## config.mk

```make
export PLATFORM = sky130hd
export DESIGN_NAME = jft_spi_arb
export DESIGN_NICKNAME = d
export VERILOG_FILES = /design/src/rtl/jft_spi_arb.sv
export SDC_FILE = /design/constraint.sdc
export NUM_CORES = 1
export LEC_CHECK = 0
export ABC_AREA = 1
export CAP_MARGIN = 20
export CORE_MARGIN = 4
export CORE_UTILIZATION = 35
export CTS_BUF_LIST = sky130_fd_sc_hd__clkbuf_4 sky130_fd_sc_hd__clkbuf_8 sky130_fd_sc_hd__clkbuf_16
export DETAILED_ROUTE_END_ITERATION = 8
export DONT_BUFFER_PORTS = 1
export GPL_TIMING_DRIVEN = 0
export PLACE_DENSITY = 0.53
export SYNTH_ARGS = -nofsm -noshare
export SYNTH_HDL_FRONTEND = slang
export SYNTH_SLANG_ARGS = --single-unit
export TNS_END_PERCENT = 100
```

## constraint.sdc

```tcl
create_clock -name spi_clk_in -period 2.4 [get_ports spi_clk_in]
set_input_delay 0.36 -clock spi_clk_in [delete_from_list [all_inputs] [get_ports spi_clk_in]]
set_output_delay 0.36 -clock spi_clk_in [all_outputs]
set_load 0.01 [all_outputs]
```

## src/rtl/jft_spi_arb.sv

```systemverilog
// Round-robin two-requester arbiter that sequences single-frame transactions into jft_spi.
// Optional completion timeout: define SPI_ARB_TIMEOUT_EN.
`timescale 1ns/1ps
module jft_spi_arb #(
  parameter int GAP_CYCLES     = 2,
  parameter int TIMEOUT_CYCLES = 255
) (
  input  logic        spi_clk_in,
  input  logic        spi_rst_n_in,
  input  logic        req0_valid,
  input  logic        req0_wr,
  input  logic [6:0]  req0_len,
  input  logic [39:0] req0_data,
  output logic        req0_ack,
  output logic        req0_done,
  output logic [31:0] req0_rdata,
  output logic        req0_err,
  input  logic        req1_valid,
  input  logic        req1_wr,
  input  logic [6:0]  req1_len,
  input  logic [39:0] req1_data,
  output logic        req1_ack,
  output logic        req1_done,
  output logic [31:0] req1_rdata,
  output logic        req1_err,
  output logic        spi_start,
  output logic        spi_wr,
  output logic [6:0]  spi_start_number,
  output logic [6:0]  spi_cs_length,
  output logic [39:0] spi_data_in,
  input  logic        spi_end,
  input  logic        spi_data_valid,
  input  logic [31:0] spi_data_out,
  output logic        arb_busy
);

  typedef enum logic [2:0] {S_IDLE, S_START, S_BUSY, S_WAIT_RD, S_DONE, S_GAP} state_t;

  localparam logic [3:0] GAP_LAST = 4'((GAP_CYCLES == 0) ? 0 : GAP_CYCLES - 1);

  state_t      state, state_nxt;
  logic        gnt, last_grant, err_q;
  logic [3:0]  gap_cnt;
  logic        any_req, sel, sel_len_ok, abort, tmo_hit;
  logic [6:0]  sel_len;

  assign spi_start_number = 7'd1;

  // On a tie the requester that did not win last time gets the engine.
  always_comb begin
    any_req    = req0_valid | req1_valid;
    sel        = (req0_valid & req1_valid) ? ~last_grant : req1_valid;
    sel_len    = sel ? req1_len : req0_len;
    sel_len_ok = (sel_len != 7'd0) && (sel_len <= 7'd40);
  end

`ifdef SPI_ARB_TIMEOUT_EN
  localparam logic [7:0] TMO_LAST = 8'(TIMEOUT_CYCLES - 1);
  logic [7:0] tmo_cnt;
  assign tmo_hit = (tmo_cnt == TMO_LAST);
`else
  assign tmo_hit = 1'b0;
`endif

  always_ff @(posedge spi_clk_in or negedge spi_rst_n_in) begin
    if (!spi_rst_n_in) state <= S_IDLE;
    else               state <= state_nxt;
  end

  always_comb begin
    state_nxt = state;
    abort     = 1'b0;
    case (state)
      S_IDLE:    if (any_req) state_nxt = sel_len_ok ? S_START : S_DONE;
      S_START:   state_nxt = S_BUSY;
      S_BUSY: begin
        if (spi_end) begin
          state_nxt = spi_wr ? S_WAIT_RD : S_DONE;
        end else if (tmo_hit) begin
          state_nxt = S_DONE;
          abort     = 1'b1;
        end
      end
      S_WAIT_RD: begin
        if (spi_data_valid) begin
          state_nxt = S_DONE;
        end else if (tmo_hit) begin
          state_nxt = S_DONE;
          abort     = 1'b1;
        end
      end
      S_DONE:    state_nxt = (GAP_CYCLES == 0) ? S_IDLE : S_GAP;
      S_GAP:     if (gap_cnt == GAP_LAST) state_nxt = S_IDLE;
      default:   state_nxt = S_IDLE;
    endcase
  end

  always_ff @(posedge spi_clk_in or negedge spi_rst_n_in) begin
    if (!spi_rst_n_in) begin
      req0_ack      <= 1'b0;
      req1_ack      <= 1'b0;
      req0_done     <= 1'b0;
      req1_done     <= 1'b0;
      req0_err      <= 1'b0;
      req1_err      <= 1'b0;
      req0_rdata    <= '0;
      req1_rdata    <= '0;
      spi_start     <= 1'b0;
      spi_wr        <= 1'b0;
      spi_cs_length <= '0;
      spi_data_in   <= '0;
      arb_busy      <= 1'b0;
      gnt           <= 1'b0;
      last_grant    <= 1'b1;
      err_q         <= 1'b0;
      gap_cnt       <= '0;
`ifdef SPI_ARB_TIMEOUT_EN
      tmo_cnt       <= '0;
`endif
    end else begin
      req0_ack  <= 1'b0;
      req1_ack  <= 1'b0;
      req0_done <= 1'b0;
      req1_done <= 1'b0;
      spi_start <= 1'b0;
      arb_busy  <= (state_nxt != S_IDLE);
      case (state)
        S_IDLE: begin
          if (any_req) begin
            gnt           <= sel;
            last_grant    <= sel;
            req0_ack      <= ~sel;
            req1_ack      <= sel;
            spi_wr        <= sel ? req1_wr : req0_wr;
            spi_cs_length <= sel_len;
            spi_data_in   <= sel ? req1_data : req0_data;
            err_q         <= ~sel_len_ok;
          end
        end
        S_START: begin
          spi_start <= 1'b1;
`ifdef SPI_ARB_TIMEOUT_EN
          tmo_cnt   <= '0;
`endif
        end
        S_BUSY, S_WAIT_RD: begin
`ifdef SPI_ARB_TIMEOUT_EN
          tmo_cnt <= tmo_cnt + 8'd1;
`endif
          if (state == S_WAIT_RD && spi_data_valid) begin
            if (gnt) req1_rdata <= spi_data_out;
            else     req0_rdata <= spi_data_out;
          end
          if (abort) err_q <= 1'b1;
        end
        S_DONE: begin
          // Error completions clear the stale read data of the owning requester.
          if (gnt) begin
            req1_done <= 1'b1;
            req1_err  <= err_q;
            if (err_q) req1_rdata <= '0;
          end else begin
            req0_done <= 1'b1;
            req0_err  <= err_q;
            if (err_q) req0_rdata <= '0;
          end
          gap_cnt <= '0;
        end
        S_GAP:   gap_cnt <= gap_cnt + 4'd1;
        default: ;
      endcase
    end
  end

endmodule

```

==> results of run 1 <==
## registers in the layout, indices dropped and copies added, names as in the netlist
| name | count |
|---|---|
| arb_busy | 1 |
| err_q | 1 |
| gap_cnt | 4 |
| gnt | 1 |
| last_grant | 1 |
| req0_ack | 1 |
| req0_done | 1 |
| req0_err | 1 |
| req0_rdata | 32 |
| req1_ack | 1 |
| req1_done | 1 |
| req1_err | 1 |
| req1_rdata | 32 |
| spi_cs_length | 7 |
| spi_data_in | 40 |
| spi_start | 1 |
| spi_wr | 1 |
| state | 3 |
## routing by layer
metal / routed length, µm / GRT usage [%] / vias up
met5: 0 / 0 / -
li1: - / - / 1900
met3: 1720 / 7.09 / 19
met1: 6160 / 18.3 / 1979
met4: 293 / 5.87 / 0
met2: 7110 / 24.9 / 207
## Yosys cell counts
| library cell | number |
|---|---|
| sky130_fd_sc_hd__o211ai_1 | 1 |
| sky130_fd_sc_hd__o22ai_1 | 2 |
| sky130_fd_sc_hd__mux2_1 | 30 |
| sky130_fd_sc_hd__buf_12 | 3 |
| sky130_fd_sc_hd__buf_4 | 8 |
| sky130_fd_sc_hd__dfrtp_1 | 129 |
| sky130_fd_sc_hd__nor3_1 | 4 |
| sky130_fd_sc_hd__buf_6 | 3 |
| sky130_fd_sc_hd__o21ai_0 | 21 |
| sky130_fd_sc_hd__nor4_1 | 1 |
| sky130_fd_sc_hd__a22oi_4 | 2 |
| sky130_fd_sc_hd__nand3b_1 | 3 |
| sky130_fd_sc_hd__dfstp_2 | 1 |
| sky130_fd_sc_hd__nor2_1 | 49 |
| sky130_fd_sc_hd__nand2_2 | 2 |
| sky130_fd_sc_hd__nand2_1 | 161 |
| sky130_fd_sc_hd__clkbuf_1 | 4 |
| sky130_fd_sc_hd__nand3_4 | 1 |
| sky130_fd_sc_hd__inv_1 | 52 |
| sky130_fd_sc_hd__a21oi_1 | 2 |
| sky130_fd_sc_hd__ha_1 | 2 |
| sky130_fd_sc_hd__mux2_2 | 4 |
| sky130_fd_sc_hd__mux2_4 | 30 |
| sky130_fd_sc_hd__xnor2_1 | 1 |
| sky130_fd_sc_hd__nor2_2 | 2 |
| sky130_fd_sc_hd__o31ai_1 | 1 |
| sky130_fd_sc_hd__buf_2 | 14 |
| sky130_fd_sc_hd__conb_1 | 2 |
| sky130_fd_sc_hd__nand3_1 | 44 |
| sky130_fd_sc_hd__nand2_4 | 1 |
| sky130_fd_sc_hd__nor2_4 | 3 |
## power by group through the flow
stage	registers [W]	logic, W	clock network (W)
2_1_floorplan	0.00436	0.00231	0
5_1_grt	0.00486	0.00315	0.00295
3_5_place_dp	0.00475	0.00286	0
6_report	0.00471	0.00280	0.00278
3_3_place_gp	0.00474	0.00272	0
4_1_cts	0.00474	0.00286	0.00286
## final timing paths
| kind | from | endpoint | slack [ns] | depth (start not counted) |
|---|---|---|---|---|
| min | spi_rst_n_in | req0_rdata[7] | -0.35 | 0 |
| max in group asynchronous | spi_rst_n_in | last_grant | 2.53 | 0 |
| min reg2reg | gap_cnt[3] | gap_cnt[3] | 0.48 | 1 |
| max reg2reg | last_grant | spi_data_in[14] | 0.39 | 8 |
| min in group spi_clk_in | req0_data[15] | spi_data_in[15] | 0.07 | 2 |
| max | last_grant | spi_data_in[14] | 0.39 | 8 |
## cell families (layout without fill, tap and decap cells)
family                     count (synthesis)  after routing  synth area share, %
buffers and inverters                     84            116                 7.37
DFF                                      130            130                 55.2
adders and majority gates                  2              2                0.425
and+or+nand+nor                          271            271                 19.4
AOI/OAI and AO/OA                         29             29                 3.14
xor gates and xnor gates                   1              1                0.149
muxes                                     64             64                 14.1
other                                      2              7                0.127
## worst max-delay path: stages, from the launching register on
cell and delay, ns:
sky130_fd_sc_hd__dfstp_2 0.54, sky130_fd_sc_hd__nand2_2 0.11, sky130_fd_sc_hd__nand2_1 0.17, sky130_fd_sc_hd__buf_4 0.20, sky130_fd_sc_hd__inv_1 0.14, sky130_fd_sc_hd__nor2_4 0.34, sky130_fd_sc_hd__buf_2 0.29, sky130_fd_sc_hd__nand2_1 0.09
sky130_fd_sc_hd__nand3_1 0.07
## layout make-up
| class | instances | area share (%) |
|---|---|---|
| Tap cell | 220 | 4.03 |
| Buffer | 32 | 3.50 |
| Multi-Input combinational cell | 374 | 32.5 |
| Sequential cell | 130 | 47.6 |
| Clock buffer | 20 | 6.83 |
| Inverter | 52 | 2.86 |
| Clock inverter | 12 | 2.60 |
## metrics by stage
step | instance area [µm²] | hold slack (ns) | worst slack (ns)
final | 6830 | -0.355 | 0.392
after CTS | 6830 | -0.376 | 0.370
after floorplan | 5910 | 0.0644 | 0.691
after global routing | 6830 | -0.384 | 0.196
after detailed placement | 6190 | 0.0677 | 0.391
after global placement | 6190 | 0.0684 | 0.440
==> results.txt, run 1 <==
----------------------------------------------------
[Clocking]
  CTS root buf ... sky130_fd_sc_hd__clkbuf_16
  Maximum buffer depth of the clock tree ... 2
  Number of clock sinks seen by CTS ... 130
  Post-cts sizing count ... 0
  H-tree lvl count ... 4
  TritonCTS clock tree ... done
  Clock latency at the later pin of the worst-skew pair ... 0.41 ns
  Clock-pin slew of the registers on the worst-case setup and hold paths ... around 0.060 ns
  Buffers inserted by post-CTS timing repair ... 0
  Number of buffers inserted during clock tree synthesis ... 17

[Placement]
  Quantity of I/O buffers inserted on ports ... 0
  GP Congestion ... 0.817
  Post-DP HPWL ... 11.5 mm
  Cell count after placement ... 808

[Logic synthesis]
  Number of distinct standard cells referenced by the synthesized netlist ... 31
  Cell type with the highest aggregate area in the netlist ... sky130_fd_sc_hd__dfrtp_1
  Post-synthesis sequential area ratio ... 55.2%
  Proportion of netlist area held by the largest area contributor ... between 50% and 60%
  Number of instances in the synthesized netlist ... between 500 and 600
  Flip-flop and latch count after synthesis ... 130
  Biggest area contributors in the synthesized netlist ... sky130_fd_sc_hd__dfrtp_1 55%, sky130_fd_sc_hd__nand2_1 10%, sky130_fd_sc_hd__mux2_4 7.6%
  Total standard cell area after synthesis ... 5890 µm²
  Mean instance size in the synthesized netlist ... 10.1 µm²
  Synthesis Warnings ... 0

[STA]
  Post-route minimum period ... 2.01 ns
  Top achievable clock speed ... 498 MHz
  Total Neg Setup Slack ... 0 ns
  Final Skew ... 0.0107 ns
  Setup-failing EPs final ... 0
  Portion of the clock cycle consumed by the worst path in the final layout ... a little over four fifths
  Count of final hold-check violations ... 130
  Number of pins exceeding their max-slew limit in the final report ... 0
  Setup repair after global routing missed its margin ... no
  Final-layout worst hold slack ... -0.355 ns

[Finish]
  Commonest cells after routing, fill and taps aside ... 161 x sky130_fd_sc_hd__nand2_1, 129 x sky130_fd_sc_hd__dfrtp_1, 52 x sky130_fd_sc_hd__inv_1
  Layout cell share with drive strength beyond 1 ... 17.1%
  Layout fillers ... 1615
  Fin nets ... between 700 and 800
  Non-filler cells in the finished layout ... 840
  Final standard cell utilization of the core ... 41.3%
  Sequential cell area ... 3250 µm²
  Diode insertion count for antenna repair ... 0
  Area Overhead vs Synth ... 15.9%
  Multi-input gate area in the final layout ... between 2000 and 2500 µm²
  Commonest non-fill, non-tap cell in the layout ... sky130_fd_sc_hd__nand2_1

[Power]
  Static leakage ... roughly 3.3 nW
  Cell area power density ... 1510 nW/µm²
  Worst VDD drop ... 0.000638 V
  Part of the power in the clock network ... 27.0%
  Combinational power share ... 27.2%
  Net switching power of the design ... 0.00382 W
  Switching part of the total ... a little under two fifths
  Internal power contribution ... 0.00648 W
  Reg power frac ... around 46%
  Total power consumption of the routed design ... 0.0103 W

[Global routing]
  Initial antenna violation count ... 0
  Number of global-route vias before repair ... between 4000 and 5000
  Pin count of the biggest net entering global routing ... 131
  Total congestion overflow after global routing ... 0
  Global-route wire length before repair ... around 23 mm
  Overall global routing resource usage ... 15.5%

[Worst setup path]
  Worst endpoint required time ... 2.75 ns
  Max Fanout on Critical Path ... 10
  Critical path data arrival time ... about 2.4 ns
  Crit path capture type ... register
  CP Class ... register to register
  Category of the worst setup path launch point ... register

[Route]
  DR vias/cell ... 4.89
  Pre-antenna DRT Iters ... 6
  Detailed-route via count ... 4105
  DRT Wirelength ... 15.3 mm
  Post-route antenna net violation count ... 0
  Routed len/inst ... roughly 18 µm
  DRC violations left ... 0
  Initial drt markers ... 130

[Floorplan]
  Area of the die ... ~19000 µm²
  Floorplan die width ... 138 µm
  Initial core utilization ... 35.7%
  Site Rows ... 47
  Y dimension of the die ... 138 µm
  I/O pin cnt ... 261
  Core outline area ... 16500 µm²

[Flow run]
  Max-cap viol count ... 0

[Run status]
  Status ... finished with violations
  Failing checks ... negative hold slack

[Hold path]
  Hold WC Path Type ... primary input to asynchronous set/reset pin

----------------------------------------------------
Note: power is estimated with default switching activity, not from simulation.
==> run 2, diff against run 1 <==
clock period = 1.9 ns   (was 2.4 ns; I/O delays follow)
==> results.txt, run 2 (synthesis results as in run 1) <==
----------------------------------------------------
[Clocking]
  Clock-pin slew of the registers on the worst-case setup and hold paths ... 0.06 ns (about the same)
  CTS root buf ... sky130_fd_sc_hd__clkbuf_16
  Maximum buffer depth of the clock tree ... 2 (unchanged)
  Number of buffers inserted during clock tree synthesis ... 17 (unchanged)
  TritonCTS clock tree ... done
  Clock latency at the later pin of the worst-skew pair ... 0.41 ns (about the same)
  H-tree lvl count ... 4 (unchanged)
  Number of clock sinks seen by CTS ... 130 (unchanged)

[Power]
  Worst VDD drop ... 0.000807 V (+27%)
  Internal power contribution ... 0.00839 W (+30%)
  Reg power frac ... 44.8% (-0.9 points)
  Combinational power share ... 28.8% (+1.6 points)
  Net switching power of the design ... 0.00494 W (+29%)
  Switching part of the total ... 37.0% (-0.043 points)
  Static leakage ... 3.59 nW (+8.0%)
  Cell area power density ... 1790 nW/µm² (+19%)
  Part of the power in the clock network ... 26.4% (-0.6 points)

[Route]
  DRC violations left ... 0 (unchanged)
  Routed len/inst ... 17.8 µm (-2.2%)
  DR vias/cell ... 4.92 (+0.62%)
  Detailed-route via count ... 4406 (+7.3%)
  DR top layer ... met4
  Pre-antenna DRT Iters ... 4 (-2)
  DRT Wirelength ... 16.0 mm (+4.3%)
  Wire length on met1 ... 6.30 mm (+2.3%)
  WL met2 ... 7.49 mm (+5.3%)
  Initial drt markers ... 167 (+28%)
  Post-route antenna net violation count ... 0 (unchanged)
  Wire length on met3 ... 1.83 mm (+6.0%)

[Finish]
  Fin nets ... 799 (+7.5%)
  Layout cell share with drive strength beyond 1 ... 17.6% (+0.51 points)
  Commonest cells after routing, fill and taps aside ... 159 x sky130_fd_sc_hd__nand2_1, 127 x sky130_fd_sc_hd__dfrtp_1, 52 x sky130_fd_sc_hd__inv_1
  Max FFs per register ... 40 (unchanged)
  Commonest non-fill, non-tap cell in the layout ... sky130_fd_sc_hd__nand2_1
  Largest registers ... spi_data_in: 40 flops, req0_rdata: 32 flops, req1_rdata: 32 flops
  Sequential cell area ... 3260 µm² (about the same)
  Diode insertion count for antenna repair ... 0 (unchanged)
  Register containing the most flip-flops in the final layout ... spi_data_in
  Layout fillers ... 1523 (-5.7%)
  Multi-input gate area in the final layout ... 2250 µm² (+1.1%)
  Area Overhead vs Synth ... 26.5%

[Placement]
  Post-DP HPWL ... 11.5 mm (unchanged)
  Placement Setup Slack ... -0.109 ns (-0.500 ns)
  Quantity of I/O buffers inserted on ports ... 0 (unchanged)
  GP Congestion ... 0.817 (unchanged)

[Global routing]
  Initial antenna violation count ... 0 (unchanged)
  Pin count of the biggest net entering global routing ... 131 (unchanged)
  Number of global-route vias before repair ... 4448 (+4.7%)
  Overall global routing resource usage ... 16.1% (+0.58 points)
  Global-route wire length before repair ... 23.6 mm (+4.1%)
  Total congestion overflow after global routing ... 0 (unchanged)

[Worst setup path]
  Ordered list of cells on the worst path ... nor2_4 > nand2_4 > nor2_4 > nand2_2 > a22oi_4 > buf_12 > buf_8 > mux2_1
  Sum of buffers and inverters on the critical path ... 2 (-1)
  Launch instance of the worst register-to-register path ... state[0]
  Max stage delay on crit path ... 0.45 ns (-0.09 ns)
  Crit-path most repeated cell ... sky130_fd_sc_hd__nor2_4
  Critical path origin ... state[0]
  Max Fanout on Critical Path ... 10 (unchanged)
  Largest delay contributor family on the critical path ... simple AND/OR/NAND/NOR gates
  Crit path capture type ... register
  Standard cell with the maximum stage delay on the critical path ... sky130_fd_sc_hd__dfrtp_2
  CP Class ... register to register
  Worst endpoint required time ... 2.19 ns (-0.56 ns)
  Category of the worst setup path launch point ... register
  Critical path data arrival time ... 2.12 ns (-0.23 ns)

[STA]
  Setup-failing EPs final ... 0 (unchanged)
  Final Skew ... 0.0123 ns (+0.00158 ns)
  Setup repair after global routing missed its margin ... yes
  Number of pins exceeding their max-slew limit in the final report ... 0 (unchanged)
  Count of final hold-check violations ... 130 (unchanged)
  Portion of the clock cycle consumed by the worst path in the final layout ... 96.5% (+13 points)
  Post-route minimum period ... 1.83 ns (-0.176 ns)
  Final-layout worst hold slack ... -0.430 ns (-0.0757 ns)
  Post-route worst setup slack ... 0.0673 ns (-0.324 ns)
  Top achievable clock speed ... 546 MHz (+9.6%)

[Floorplan]
  Area of the die ... 19000 µm² (unchanged)
  Initial core utilization ... 35.7% (unchanged)
  Site Rows ... 47 (unchanged)
  Core outline area ... 16500 µm² (unchanged)
  I/O pin cnt ... 261 (unchanged)
  Y dimension of the die ... 138 µm (unchanged)
  Floorplan die width ... 138 µm (unchanged)

[Hold path]
  Hold WC Path Type ... primary input to asynchronous set/reset pin

[Run status]
  Failing checks ... negative hold slack
  Status ... finished with violations

[Flow run]
  Max-cap viol count ... 0 (unchanged)

----------------------------------------------------
run 2: cell count changes in the layout (fill, tap and decap cells not counted), moves of 3 or more:
cell,change
sky130_fd_sc_hd__buf_4,+4
sky130_fd_sc_hd__buf_8,+3
sky130_fd_sc_hd__buf_6,-3
sky130_fd_sc_hd__buf_12,+3
sky130_fd_sc_hd__dlygate4sd3_1,+49
run 2: power by group through the flow:
stage          sequential, W  clock (W)  combinational (W)
3_3_place_gp         0.00599          0            0.00344
6_report             0.00597    0.00352            0.00384
2_1_floorplan        0.00551          0            0.00292
4_1_cts              0.00600    0.00362            0.00382
3_5_place_dp         0.00600          0            0.00361
5_1_grt              0.00615    0.00372            0.00426
run 2: path summary, 6_finish.rpt:
check | end | slack [ns] | cells after the start
max reg2reg | req1_rdata[14] | 0.07 | 8
min in group spi_clk_in | spi_data_in[14] | 0.01 | 2
max | req1_rdata[14] | 0.07 | 8
min reg2reg | gap_cnt[3] | 0.48 | 1
max in group asynchronous | last_grant | 2.10 | 0
min | req1_rdata[2] | -0.43 | 0
run 2: through the flow:
stage / area [µm²] / total power, W / TNS [ns] / util [%] / cells
after floorplan: 5910 / 0.00843 / 0 / - / 588
after global placement: 6190 / 0.00943 / -2.59 / 37.4 / 808
after detailed placement: 6190 / 0.00961 / -5.61 / 37.4 / 808
after CTS: 7410 / 0.0134 / 0 / 44.8 / 895
after global routing: 7460 / 0.0141 / -0.0331 / 45.1 / 896
final: 7460 / 0.0133 / 0 / 45.1 / 896
run 2: cell type report:
type                    instances  area share (%)
flip-flops and latches        130            43.7
multi-input cells             374            30.2
repair buffers                 56            7.62
clock buffers                  20            6.26
well taps                     220            3.69
plain buffers                  32            3.59
inverters                      52            2.62
clock inverters                12            2.38
run 2: timing repair:
action | 4_1_cts | 5_1_grt
endpoints found under the setup margin | 90 | 62
gates cloned | 0 | 0
buffers inserted | 7 | 0
gates resized for setup | 5 | 14
hold buffers | 48 | 1
pin swaps | 4 | 0
hold endpoints to repair | 161 | 131
run 2: routing by layer:
metal / global-route usage [%] / vias to the layer above
li1: - / 2011
met3: 6.76 / 28
met5: 0 / -
met4: 6.15 / 0
met1: 19.1 / 2124
met2: 26.1 / 243
==> run 3, diff against run 2 <==
REMOVE_ABC_BUFFERS = 1   (was not set)
==> results.txt, run 3 (synthesis results as in run 1) <==
----------------------------------------------------
[Run status]
  Status ... finished with violations
  Failing checks ... negative hold slack

[Global routing]
  Overall global routing resource usage ... 17.0% (+0.91 points)
  Pin count of the biggest net entering global routing ... 131 (unchanged)
  Number of global-route vias before repair ... 4523 (+1.7%)
  Initial antenna violation count ... 0 (unchanged)
  Total congestion overflow after global routing ... 0 (unchanged)
  Global-route wire length before repair ... 24.7 mm (+4.7%)

[Clocking]
  TritonCTS clock tree ... done
  Number of clock sinks seen by CTS ... 130 (unchanged)
  H-tree lvl count ... 4 (unchanged)
  CTS root buf ... sky130_fd_sc_hd__clkbuf_16
  Maximum buffer depth of the clock tree ... 2 (unchanged)
  CTS hold repair buffers ... 64 (+33%)
  Number of buffers inserted during clock tree synthesis ... 17 (unchanged)
  Clock-pin slew of the registers on the worst-case setup and hold paths ... 0.06 ns (about the same)
  Clock latency at the later pin of the worst-skew pair ... 0.41 ns (about the same)

[Floorplan]
  Site Rows ... 47 (unchanged)
  Initial core utilization ... 35.7% (unchanged)
  Floorplan die width ... 138 µm (unchanged)
  I/O pin cnt ... 261 (unchanged)
  Y dimension of the die ... 138 µm (unchanged)
  Core outline area ... 16500 µm² (unchanged)
  Area of the die ... 19000 µm² (unchanged)

[STA]
  Post-route worst setup slack ... 0.0421 ns (-0.0252 ns)
  Setup-failing EPs final ... 0 (unchanged)
  Setup repair after global routing missed its margin ... yes
  Count of final hold-check violations ... 130 (unchanged)
  Actual slew at the worst max-slew pin ... ~0.6 ns
  Portion of the clock cycle consumed by the worst path in the final layout ... 97.8% (+1.3 points)
  Number of pins exceeding their max-slew limit in the final report ... 0 (unchanged)
  Top achievable clock speed ... 538 MHz (-1.4%)
  Post-route minimum period ... 1.86 ns (+0.0252 ns)
  Final-layout worst hold slack ... -0.431 ns (-0.000441 ns)
  Rel. slew slack ... 59.2%
  Final Skew ... 0.0146 ns (+0.00235 ns)

[Power]
  Static leakage ... 3.55 nW (-1.1%)
  Part of the power in the clock network ... 25.6% (-0.8 points)
  Worst VDD drop ... 0.000751 V (-7.0%)
  Cell area power density ... 1770 nW/µm² (-1.2%)
  Combinational power share ... 29.5% (+0.7 points)
  Net switching power of the design ... 0.00507 W (+2.6%)
  Internal power contribution ... 0.00823 W (-1.9%)
  Reg power frac ... 44.9% (about the same)
  Switching part of the total ... 38.1% (+1.1 points)

[Placement]
  GP Congestion ... 0.794 (-2.8%)
  Placement Setup Slack ... -1.22 ns (-1.11 ns)
  Post-DP HPWL ... 10.5 mm (-8.5%)
  Quantity of I/O buffers inserted on ports ... 0 (unchanged)

[Worst setup path]
  Worst endpoint required time ... 2.19 ns (about the same)
  Max Fanout on Critical Path ... 8 (-2)
  Crit path capture type ... register
  Category of the worst setup path launch point ... register
  Critical path data arrival time ... 2.15 ns (+0.03 ns)
  CP Class ... register to register

[Finish]
  Layout cell share with drive strength beyond 1 ... 16.8% (-0.84 points)
  Max FFs per register ... 40 (unchanged)
  Multi-input gate area in the final layout ... 2310 µm² (+2.6%)
  Commonest cells after routing, fill and taps aside ... 159 x sky130_fd_sc_hd__nand2_1, 127 x sky130_fd_sc_hd__dfrtp_1, 64 x sky130_fd_sc_hd__dlygate4sd3_1
  Fin nets ... 797 (-0.25%)
  Area Overhead vs Synth ... 27.8%
  Diode insertion count for antenna repair ... 0 (unchanged)
  Commonest non-fill, non-tap cell in the layout ... sky130_fd_sc_hd__nand2_1
  Register containing the most flip-flops in the final layout ... spi_data_in
  Sequential cell area ... 3260 µm² (unchanged)
  Largest registers ... spi_data_in: 40 flops, req0_rdata: 32 flops, req1_rdata: 32 flops
  Layout fillers ... 1525 (+0.13%)

[Route]
  DR vias/cell ... 4.90 (-0.41%)
  Post-route antenna net violation count ... 0 (unchanged)
  Routed len/inst ... 18.7 µm (+5.3%)
  Pre-antenna DRT Iters ... 5 (+1)
  DRT Wirelength ... 16.8 mm (+5.0%)
  DRC violations left ... 0 (unchanged)
  Initial drt markers ... 152 (-9.0%)
  Detailed-route via count ... 4378 (-0.64%)

[Hold path]
  Hold WC Path Type ... primary input to asynchronous set/reset pin

[Flow run]
  Max-cap viol count ... 0 (unchanged)

----------------------------------------------------
==> run 3: worst max-delay path, cell delays in order, from the launching register on <==
cell and delay [ns]:
sky130_fd_sc_hd__dfrtp_1 0.41, sky130_fd_sc_hd__nor2_4 0.15, sky130_fd_sc_hd__nand2_4 0.11, sky130_fd_sc_hd__nor2_4 0.14
sky130_fd_sc_hd__nand2_4 0.10, sky130_fd_sc_hd__a22oi_2 0.28, sky130_fd_sc_hd__clkbuf_16 0.24, sky130_fd_sc_hd__mux2_1 0.31
==> run 3: final timing paths <==
path	startpoint	end	slack, ns	cells past startpoint
min in group spi_clk_in	req1_data[20]	spi_data_in[20]	0.02	2
min	spi_rst_n_in	req0_rdata[14]	-0.43	0
max reg2reg	state[1]	req1_rdata[21]	0.04	7
max in group asynchronous	spi_rst_n_in	last_grant	2.08	0
min reg2reg	last_grant	last_grant	0.48	2
max	state[1]	req1_rdata[21]	0.04	7
==> run 3: cell type report <==
class	count	share of cell area (%)
sequential	130	43.2
inverter	52	2.76
tap	220	3.66
multi-input combinational	376	30.6
clock buffer	18	5.83
timing repair buffer	84	11.5
clock inverter	14	2.34
==> run 3: timing repair <==
item	CTS	global route
setup endpoints to repair	117	99
resized for setup	9	12
setup buffers	12	5
hold endpoints to repair	165	130
pin swaps	7	1
cloned	2	1
==> run 3: per-stage QoR <==
stage                     TNS, ns  cells  total power [W]  instance area (µm²)  util [%]
after global routing       -0.957    894           0.0141                 7530      45.6
after CTS                       0    888           0.0132                 7420      44.9
after global placement    -108.02    776          0.00917                 5950      36.0
after floorplan            -35.60    556          0.00820                 5670         -
after detailed placement   -70.61    778          0.00934                 5990      36.2
final                           0    894           0.0133                 7530      45.6
==> run 3: per-layer routing <==
metal / track usage (%) / part of all wire (%)
met5: 0 / 0
met4: 6.04 / 2.1
met3: 8.07 / 12
met2: 27.6 / 48
met1: 19.7 / 38
==> run 3: power groups by stage <==
| stage | Combinational, W | Sequential, W | Clock (W) |
|---|---|---|---|
| final | 0.00393 | 0.00597 | 0.00340 |
| after global placement | 0.00320 | 0.00597 | 0 |
| after global routing | 0.00436 | 0.00614 | 0.00361 |
| after detailed placement | 0.00334 | 0.00600 | 0 |
| after floorplan | 0.00269 | 0.00551 | 0 |
| after CTS | 0.00373 | 0.00599 | 0.00347 |
